File: config.mk
export PLATFORM = sky130hd
export DESIGN_NAME = chan_mux_arb
export DESIGN_NICKNAME = d
export VERILOG_FILES = /design/src/rtl/chan_mux_arb.sv
export SDC_FILE = /design/constraint.sdc
export NUM_CORES = 1
export LEC_CHECK = 0
export CAP_MARGIN = 25
export CORE_ASPECT_RATIO = 1.1
export CORE_UTILIZATION = 41
export CTS_BUF_LIST = sky130_fd_sc_hd__clkbuf_8
export DETAILED_ROUTE_END_ITERATION = 10
export HOLD_SLACK_MARGIN = 0.12
export PLACE_DENSITY_LB_ADDON = 0.05
export SYNTH_ARGS = -nofsm -noshare
export SYNTH_HDL_FRONTEND = slang
export SYNTH_SLANG_ARGS = --single-unit
File: constraint.sdc
create_clock -name clk_i -period 2.79 [get_ports clk_i]
set_clock_uncertainty 0.2 [all_clocks]
set_input_delay 0.279 -clock clk_i [delete_from_list [all_inputs] [get_ports clk_i]]
set_output_delay 0.279 -clock clk_i [all_outputs]
set_load 0.01 [all_outputs]
File: src/rtl/chan_mux_arb.sv
// rtl/chan_mux_arb.sv - N-channel registered mux with fixed-select or round-robin grant
// Optional accepted-beat counter enabled by defining MUX_CNT_EN.
module chan_mux_arb #(
    parameter  int W  = 9,
    parameter  int N  = 4,
    localparam int SW = $clog2(N)
) (
    input  logic           clk_i,
    input  logic           rst_n_i,
    input  logic [N*W-1:0] di_i,
    input  logic [N-1:0]   vi_i,
    output logic [N-1:0]   ri_o,
    input  logic           mode_i,
    input  logic [SW-1:0]  s_i,
    output logic [W-1:0]   do_o,
    output logic           vo_o,
    input  logic           ro_i,
    output logic [SW-1:0]  so_o,
    output logic [15:0]    cnt_o
);

    logic [W-1:0]  do_q,  do_d;
    logic          vo_q,  vo_d;
    logic [SW-1:0] so_q,  so_d;
    logic [SW-1:0] ptr_q, ptr_d;

    logic          ld;
    logic [SW-1:0] g;
    logic          gv;
    logic          fix_v;
    logic [SW-1:0] rr_g;
    logic [N-1:0]  rot;
    logic [W-1:0]  sel_data;

    // rot[j] is the valid of channel (ptr+1+j) mod N, so the lowest set bit is the next grant
    always_comb begin
        rot  = N'({vi_i, vi_i} >> (ptr_q + SW'(1)));
        rr_g = '0;
        for (int j = N - 1; j >= 0; j--) begin
            if (rot[j]) begin
                rr_g = SW'((int'(ptr_q) + 1 + j) % N);
            end
        end
    end

    // An out-of-range S never matches a channel, leaving fix_v low
    always_comb begin
        fix_v = 1'b0;
        for (int k = 0; k < N; k++) begin
            if (SW'(k) == s_i) begin
                fix_v = vi_i[k];
            end
        end
    end

    always_comb begin
        ld = !vo_q || ro_i;
        if (mode_i) begin
            g  = rr_g;
            gv = |vi_i;
        end else begin
            g  = s_i;
            gv = fix_v;
        end
    end

    always_comb begin
        ri_o     = '0;
        sel_data = '0;
        for (int k = 0; k < N; k++) begin
            if (SW'(k) == g) begin
                ri_o[k]  = ld && gv;
                sel_data = di_i[k*W +: W];
            end
        end
    end

    always_comb begin
        do_d  = do_q;
        vo_d  = vo_q;
        so_d  = so_q;
        ptr_d = ptr_q;
        if (ld) begin
            if (gv) begin
                do_d = sel_data;
                so_d = g;
                vo_d = 1'b1;
                if (mode_i) begin
                    ptr_d = g;
                end
            end else begin
                vo_d = 1'b0;
            end
        end
    end

    always_ff @(posedge clk_i or negedge rst_n_i) begin
        if (!rst_n_i) begin
            do_q  <= '0;
            vo_q  <= 1'b0;
            so_q  <= '0;
            ptr_q <= SW'(N - 1);
        end else begin
            do_q  <= do_d;
            vo_q  <= vo_d;
            so_q  <= so_d;
            ptr_q <= ptr_d;
        end
    end

    assign do_o = do_q;
    assign vo_o = vo_q;
    assign so_o = so_q;

`ifdef MUX_CNT_EN
    logic [15:0] cnt_q, cnt_d;

    always_comb begin
        cnt_d = cnt_q;
        if (vo_q && ro_i) begin
            cnt_d = cnt_q + 16'd1;
        end
    end

    always_ff @(posedge clk_i or negedge rst_n_i) begin
        if (!rst_n_i) begin
            cnt_q <= 16'h0000;
        end else begin
            cnt_q <= cnt_d;
        end
    end

    assign cnt_o = cnt_q;
`else
    assign cnt_o = 16'h0000;
`endif

endmodule

==> impl_metrics.py <==
metrics = {
    "sta": {
        "fin_ws_ns": 0.220,
        "fin_crit_ns": 2.57,
        "max_slew_margin_pct": 52.0,
        "fin_hold_ws_ns": 0.249,
        "max_freq_mhz": 389,
        "fin_crit_sh_pct": 92.1,
        "worst_slew_pin_slew_ns": 0.717,
        "setup-tns-final_ns": 0,
        "setup_violations": 0,
        "drv_slew": 0,
        "hold_violations": 0,
        "grt_setup_unrepaired": "false",
    },
    "logic_synthesis": {
        "ys_async_sr_fraction_pct": 100,
        "synth_area_per_cell_sq_um": 8.82,
        "ys_seq_elements": 14,
        "synth_edf_count": 0,
        "netlist_instances": 166,
        "ys_seq_area_share_pct": 24.1,
        "synth_flop_cell": "dfrtp_1",
        "synth_top_area_share_pct": 20.5,
        "ys_top_cells_by_area": "dfrtp_1 (21%), a2111oi_2 (9.2%), buf_4 (9.2%)",
        "syn_area_sq_um": 1460,
        "yosysWarnings": 0,
        "yosysUniqueCellTypes": 42,
        "yosysTopAreaCell": "dfrtp_1",
    },
    "clock_tree": {
        "worstSkewPairLatency_ns": 0.24,
        "clk_pin_slew_worst_paths_ns": 0.05,
        "tritoncts": "yes",
        "cts.sinks": 14,
        "root_buffer": "clkbuf_8",
        "cts_made_buffers": 3,
        "cts_htree_levels": 1,
        "cts_buffer_depth": 2,
    },
    "global_route": {
        "gr-total-overflow": 0,
        "first_global_vias": 1577,
        "grt_max_degree": 36,
        "grt_pass1_wl_um": 7480,
        "antenna_found_initial": 0,
        "track_usage_pct": 25.4,
    },
    "critical_path": {
        "crit_arrival_ns": 2.50,
        "crit_path_end_kind": "register",
        "crit_family": "compound AO/OA/AOI/OAI gates",
        "crit_path_start_kind": "input pin",
        "path_class": "in2reg",
        "worstPathMaxFanout": 35,
        "timing.rr.start": "ptr_q[1]",
        "crit_buf_inv": 2,
        "critPathLaunch": "vi_i[3]",
        "cp_data_required_time_ns": 2.72,
        "slowest_stage": "or4_4",
        "path_cells": "clkdlybuf4s50_1 > buf_4 > or4_4 > nand2_8 > o32ai_1 > o31a_1 > a2111oi_2",
        "max_stage_delay_ns": 0.54,
    },
    "finish": {
        "syn2layout_area_growth_pct": 52.6,
        "utilization_pct": 66.0,
        "fin_nets": 289,
        "num_antenna_cells": 0,
        "drive_gt1_share_pct": 21.2,
    },
    "die": {
        "initial_core_util_pct": 43.2,
        "fp-row-count": 22,
        "coreArea_sq_um": 3390,
        "die_area_sq_um": 3810,
        "ios": 78,
        "die_w_um": 59.0,
        "die_h_um": 64.7,
    },
    "place": {
        "dpl.hpwl_um": 3520,
        "dp_slack_ns": -0.0252,
        "gp_congestion": 0.847,
        "port-buffer-count": 61,
    },
    "power_and_ir_drop": {
        "power_uw": 1040,
        "intPower_uw": 668,
        "p_comb_share_pct": 54.7,
        "peakVddDrop_uv": 387,
        "leakagePower_uw": 0.000904,
        "net-switching-power_uw": 373,
        "sw_frac_of_total_pct": 35.9,
        "power_density_nw_per_um2": 466,
        "pwr-share-clk_pct": 15.7,
        "seqPwrFrac_pct": 29.6,
    },
    "min_path": {
        "hold_path.class": "in2async",
    },
    "drt": {
        "via_per_inst": 5.51,
        "wirelength_um": 4580,
        "first_iter_violations": 92,
        "vias": 1591,
        "ant_nets": 0,
        "drc": 0,
        "firstDrtPassIters": 4,
        "avgRoutedWirePerCell_um": 15.8,
    },
    "job": {
        "maxCapViolCount": 0,
    },
    "status": {
        "outcome": "completed",
    },
}
==> per-layer routing <==
| layer | track usage [%] | routed length (um) | vias up |
|---|---|---|---|
| met5 | 0 | 0 | - |
| met4 | 6.85 | 52 | 0 |
| met3 | 2.59 | 234 | 6 |
| met2 | 44.9 | 2400 | 69 |
| met1 | 32.3 | 1890 | 757 |
| li1 | - | - | 759 |
==> per-stage QoR <==
stage | std cells | cell area (sq um)
2_1_floorplan | 181 | 1520
3_3_place_gp | 283 | 2150
3_5_place_dp | 283 | 2150
4_1_cts | 288 | 2210
5_1_grt | 289 | 2230
6_report | 289 | 2230
==> worst reg2reg max path: stages (launching register included) <==
cell	delay, ns
dfstp_2	0.60
mux2i_1	0.24
o32ai_2	0.12
o31ai_2	0.35
buf_4	0.20
buf_4	0.10
buf_4	0.10
buf_4	0.13
nor4_1	0.07
a2111oi_2	0.30
==> power groups by stage <==
stage / logic [uW] / clock network, uW / registers [uW]
final: 570 / 163 / 308
after detailed placement: 553 / 0 / 308
after global placement: 542 / 0 / 308
after global routing: 615 / 175 / 318
after floorplan: 279 / 0 / 322
after CTS: 566 / 165 / 308
==> cells in the final DEF (no fill, tap or decap), types with 2 or more instances in the layout <==
master	instances
nor4_1	18
o21ai_0	3
a2111oi_2	9
nand2_1	4
buf_4	24
dlymetal6s2s_1	3
o32ai_1	9
mux2i_1	2
nor3_1	10
dlygate4sd2_1	2
clkbuf_8	3
clkdlybuf4s50_1	56
dfstp_2	2
dfrtp_1	12
o31a_1	9
inv_1	11
nor2_1	13
nand2b_1	10
conb_1	16
==> sequential cells by signal, summed over array words and instances, names as in the netlist <==
name   count
ptr_q      2
do_o       9
so_o       2
vo_o       1
==> final timing paths <==
path | end | slack (ns) | depth (start not counted)
min in group clk_i | ptr_q[0] | 0.31 | 2
max in group asynchronous | do_o[1] | 1.71 | 1
setup / recovery | do_o[3] | 0.22 | 7
hold reg to reg | ptr_q[0] | 0.31 | 2
hold / removal | do_o[6] | 0.25 | 1
setup reg to reg | do_o[3] | 0.27 | 9
==> area by class of cell <==
cell class	count	area, sq um
sequential	14	353
fill	305	1150
clock buffer	3	41.3
timing repair buffer	85	796
inverter	11	41.3
tap	48	60.1
multi-input combinational	128	943
==> synth_stat cells, types with 2 or more instances <==
cell / count
o31a_1: 9
nor3_1: 10
o32ai_1: 10
a2111oi_2: 9
mux2i_1: 2
nand2b_1: 10
nor2_1: 13
dfrtp_1: 12
buf_4: 18
nor3b_1: 2
clkbuf_1: 5
buf_2: 3
nand2_1: 4
o21ai_0: 3
nor4_1: 18
dfstp_2: 2
inv_1: 11
==> kinds of logic (layout without fill, tap and decap cells) <==
logic type             Yosys count  count (layout)  share of synthesized area [%]
DFF                             14              14                           24.1
AOI/OAI and AO/OA               42              42                           27.9
other                            1              16                          0.256
buffers and inverters           39              99                           16.5
and+or+nand+nor                 67              67                           28.4
muxes                            3               3                           2.91
==> timing repair <==
action / in CTS / in global routing
hold buffers: 0 / 0
setup buffers: 2 / 1
gates resized for setup: 4 / 4
pin swaps: 1 / 1
endpoints found under the setup margin: 4 / 2
(Power assumes the default switching activity.)
==> RTL edit, RTL diff (same settings) <==
Change the parameter `W` from 9 to 18.
--- a/src/rtl/chan_mux_arb.sv
+++ b/src/rtl/chan_mux_arb.sv
@@ -3,3 +3,3 @@
 module chan_mux_arb #(
-    parameter  int W  = 9,
+    parameter  int W  = 18,
     parameter  int N  = 4,
Interface: changed (resized di_i and do_o); port bits go from 78 to 123. No check against the original RTL was run, so the function may have changed too.
==> RTL edit against the original RTL <==
Die area grew 74%; largest cell class unchanged; total power grew 68%; setup slack lost 0.061 ns; maximum frequency shrank 2.3%; critical endpoint is now ri_o[0]; routed wire length grew 70%; register-to-register slack gained 0.05 ns; cell area grew 69%; largest power group unchanged; sequential cell count grew 9; synthesized area grew 77%; critical path type is now input port to primary output.
==> RTL edit: results (changes against the original RTL) <==
| Metric | Value |
|---|---|
| Clk_lat worst skew | `0.28 ns (+0.04 ns)` |
| Top cells by count, synth | `36 x nor4_1, 21 x dfrtp_1, 21 x nor2_1` |
| Initial DRC count | `137 (+49%)` |
| Worst path slowest cell | `or4_4` |
| Grt met2 use | `39.58% (-5.3 points)` |
| Synth Warn # | `0 (unchanged)` |
| Placed cells | `462 (+63%)` |
| Data arrival time of the critical path | `2.15 ns (-0.35 ns)` |
| M1 GR Usage | `30.72% (-1.5 points)` |
| Peak VDD IR | `0.2621 mV (-32%)` |
| Port Buffers | `106 (+74%)` |
| Largest net degree at the start of global routing | `24 (-33%)` |
| GRT Overall Usage | `23.85% (-1.5 points)` |
| CTS clk-pin slew, worst paths | `0.10 ns (+0.05 ns)` |
| WL met3 | `474 µm (+100%)` |
| DP HPWL | `5.858 mm (+66%)` |
| Top routing layer in use | `met4` |
| Routed vias | `2,567 (+61%)` |
| Number of global-route vias before repair | `2,504 (+59%)` |
| Pre-CTS setup slack | `-0.07365 ns (-0.04849 ns)` |
| Final net count | `470 (+63%)` |
| Post-Route WL | `7.759 mm (+70%)` |
| Largest register FFs | `18 (+9)` |
| Routability Congestion | `0.8451 (-0.18%)` |
| CP delay by family, top | `buffers and inverters` |
| Status | `finished clean` |
| Met3 Use GR | `3.548% (+0.95 points)` |
| Share of cells above drive strength 1 | `19.64% (-1.5 points)` |
| Mean Syn Cell Area | `9.562 µm² (+8.4%)` |
| P_int | `1090 µW (+63%)` |
| Slew HR | `40.26% (-12 points)` |
| Number of diodes | `0 (unchanged)` |
| Seq/Total Area, Yosys | `22.31% (-1.8 points)` |
| Synth area leaders | `dfrtp_1 20%, a2111oi_4 9.6%, nor4_1 8.7%, o32ai_1 6.4%, o31a_1 6.1%` |
| Cell Area, Placed | `0.003705 mm² (+72%)` |
| Synth unique cells | `48 (+14%)` |
| First-pass GRT wire length | `12.44 mm (+66%)` |
| Critical Path Fanout Max | `19 (-46%)` |
| Routed WL per cell | `16.61 µm (+4.9%)` |
| Wire length on met2 | `3.735 mm (+56%)` |
| Drt first pass iters | `4 (unchanged)` |
| CP peak stage delay | `0.58 ns (+0.04 ns)` |
| M1 WL | `3.367 mm (+78%)` |
| Fillers | `553 (+81%)` |
| Pleak | `0.001439 µW (+59%)` |
[RTL edit: changes by cell type in the layout (fill, tap and decap cells not counted), moves of 9 or more]
cell / before / now
dfrtp_1: 12 / 21
a2111oi_4: 0 / 9
o31a_1: 9 / 18
nor4_1: 18 / 36
o32ai_1: 9 / 19
clkdlybuf4s50_1: 56 / 100
nor3_1: 10 / 19
[RTL edit: area by class of cell]
class                   instances  area (µm²)  share of cell area [%]
inverters                      20       75.07                   1.982
flip-flops and latches         23       578.1                   15.26
well taps                      80       100.1                   2.643
clock buffers                   3       41.29                   1.090
multi-input cells             200        1627                   42.95
clock inverters                 1       5.005                  0.1321
repair buffers                140        1361                   35.94
[RTL edit: power by group through the flow]
stage	sequential (µW)	combinational, µW	clock (µW)
after floorplan	540	547	0
after detailed placement	512	1000	0
final	505	1020	229
after global placement	512	991	0
after global routing	520	1090	244
after CTS	506	1020	238
[RTL edit: final timing paths]
check                              start        to  slack [ns]  cells after the start
worst max-delay path             vi_i[0]   ri_o[0]        0.16                      7
worst min-delay path             rst_n_i  do_o[15]        0.16                      2
worst max register to register  ptr_q[1]   do_o[3]        0.32                      8
worst min register to register   so_o[1]   so_o[1]        0.33                      1
max in group asynchronous        rst_n_i  ptr_q[0]        1.93                      2
min in group clk_i               so_o[1]   so_o[1]        0.33                      1
[RTL edit: kinds of logic after synthesis]
kind of cell / share of synthesized area [%]
and+or+nand+nor: 25.93
AOI/OAI and AO/OA: 31.92
buffers and inverters: 18.06
DFF: 22.31
muxes: 1.642
other: 0.1447
[RTL edit: what timing repair did]
action,4_1_cts,5_1_grt
buffers inserted,2,0
setup endpoints to repair,4,2
cloned,0,0
pin swaps,1,2
gates resized for setup,6,5
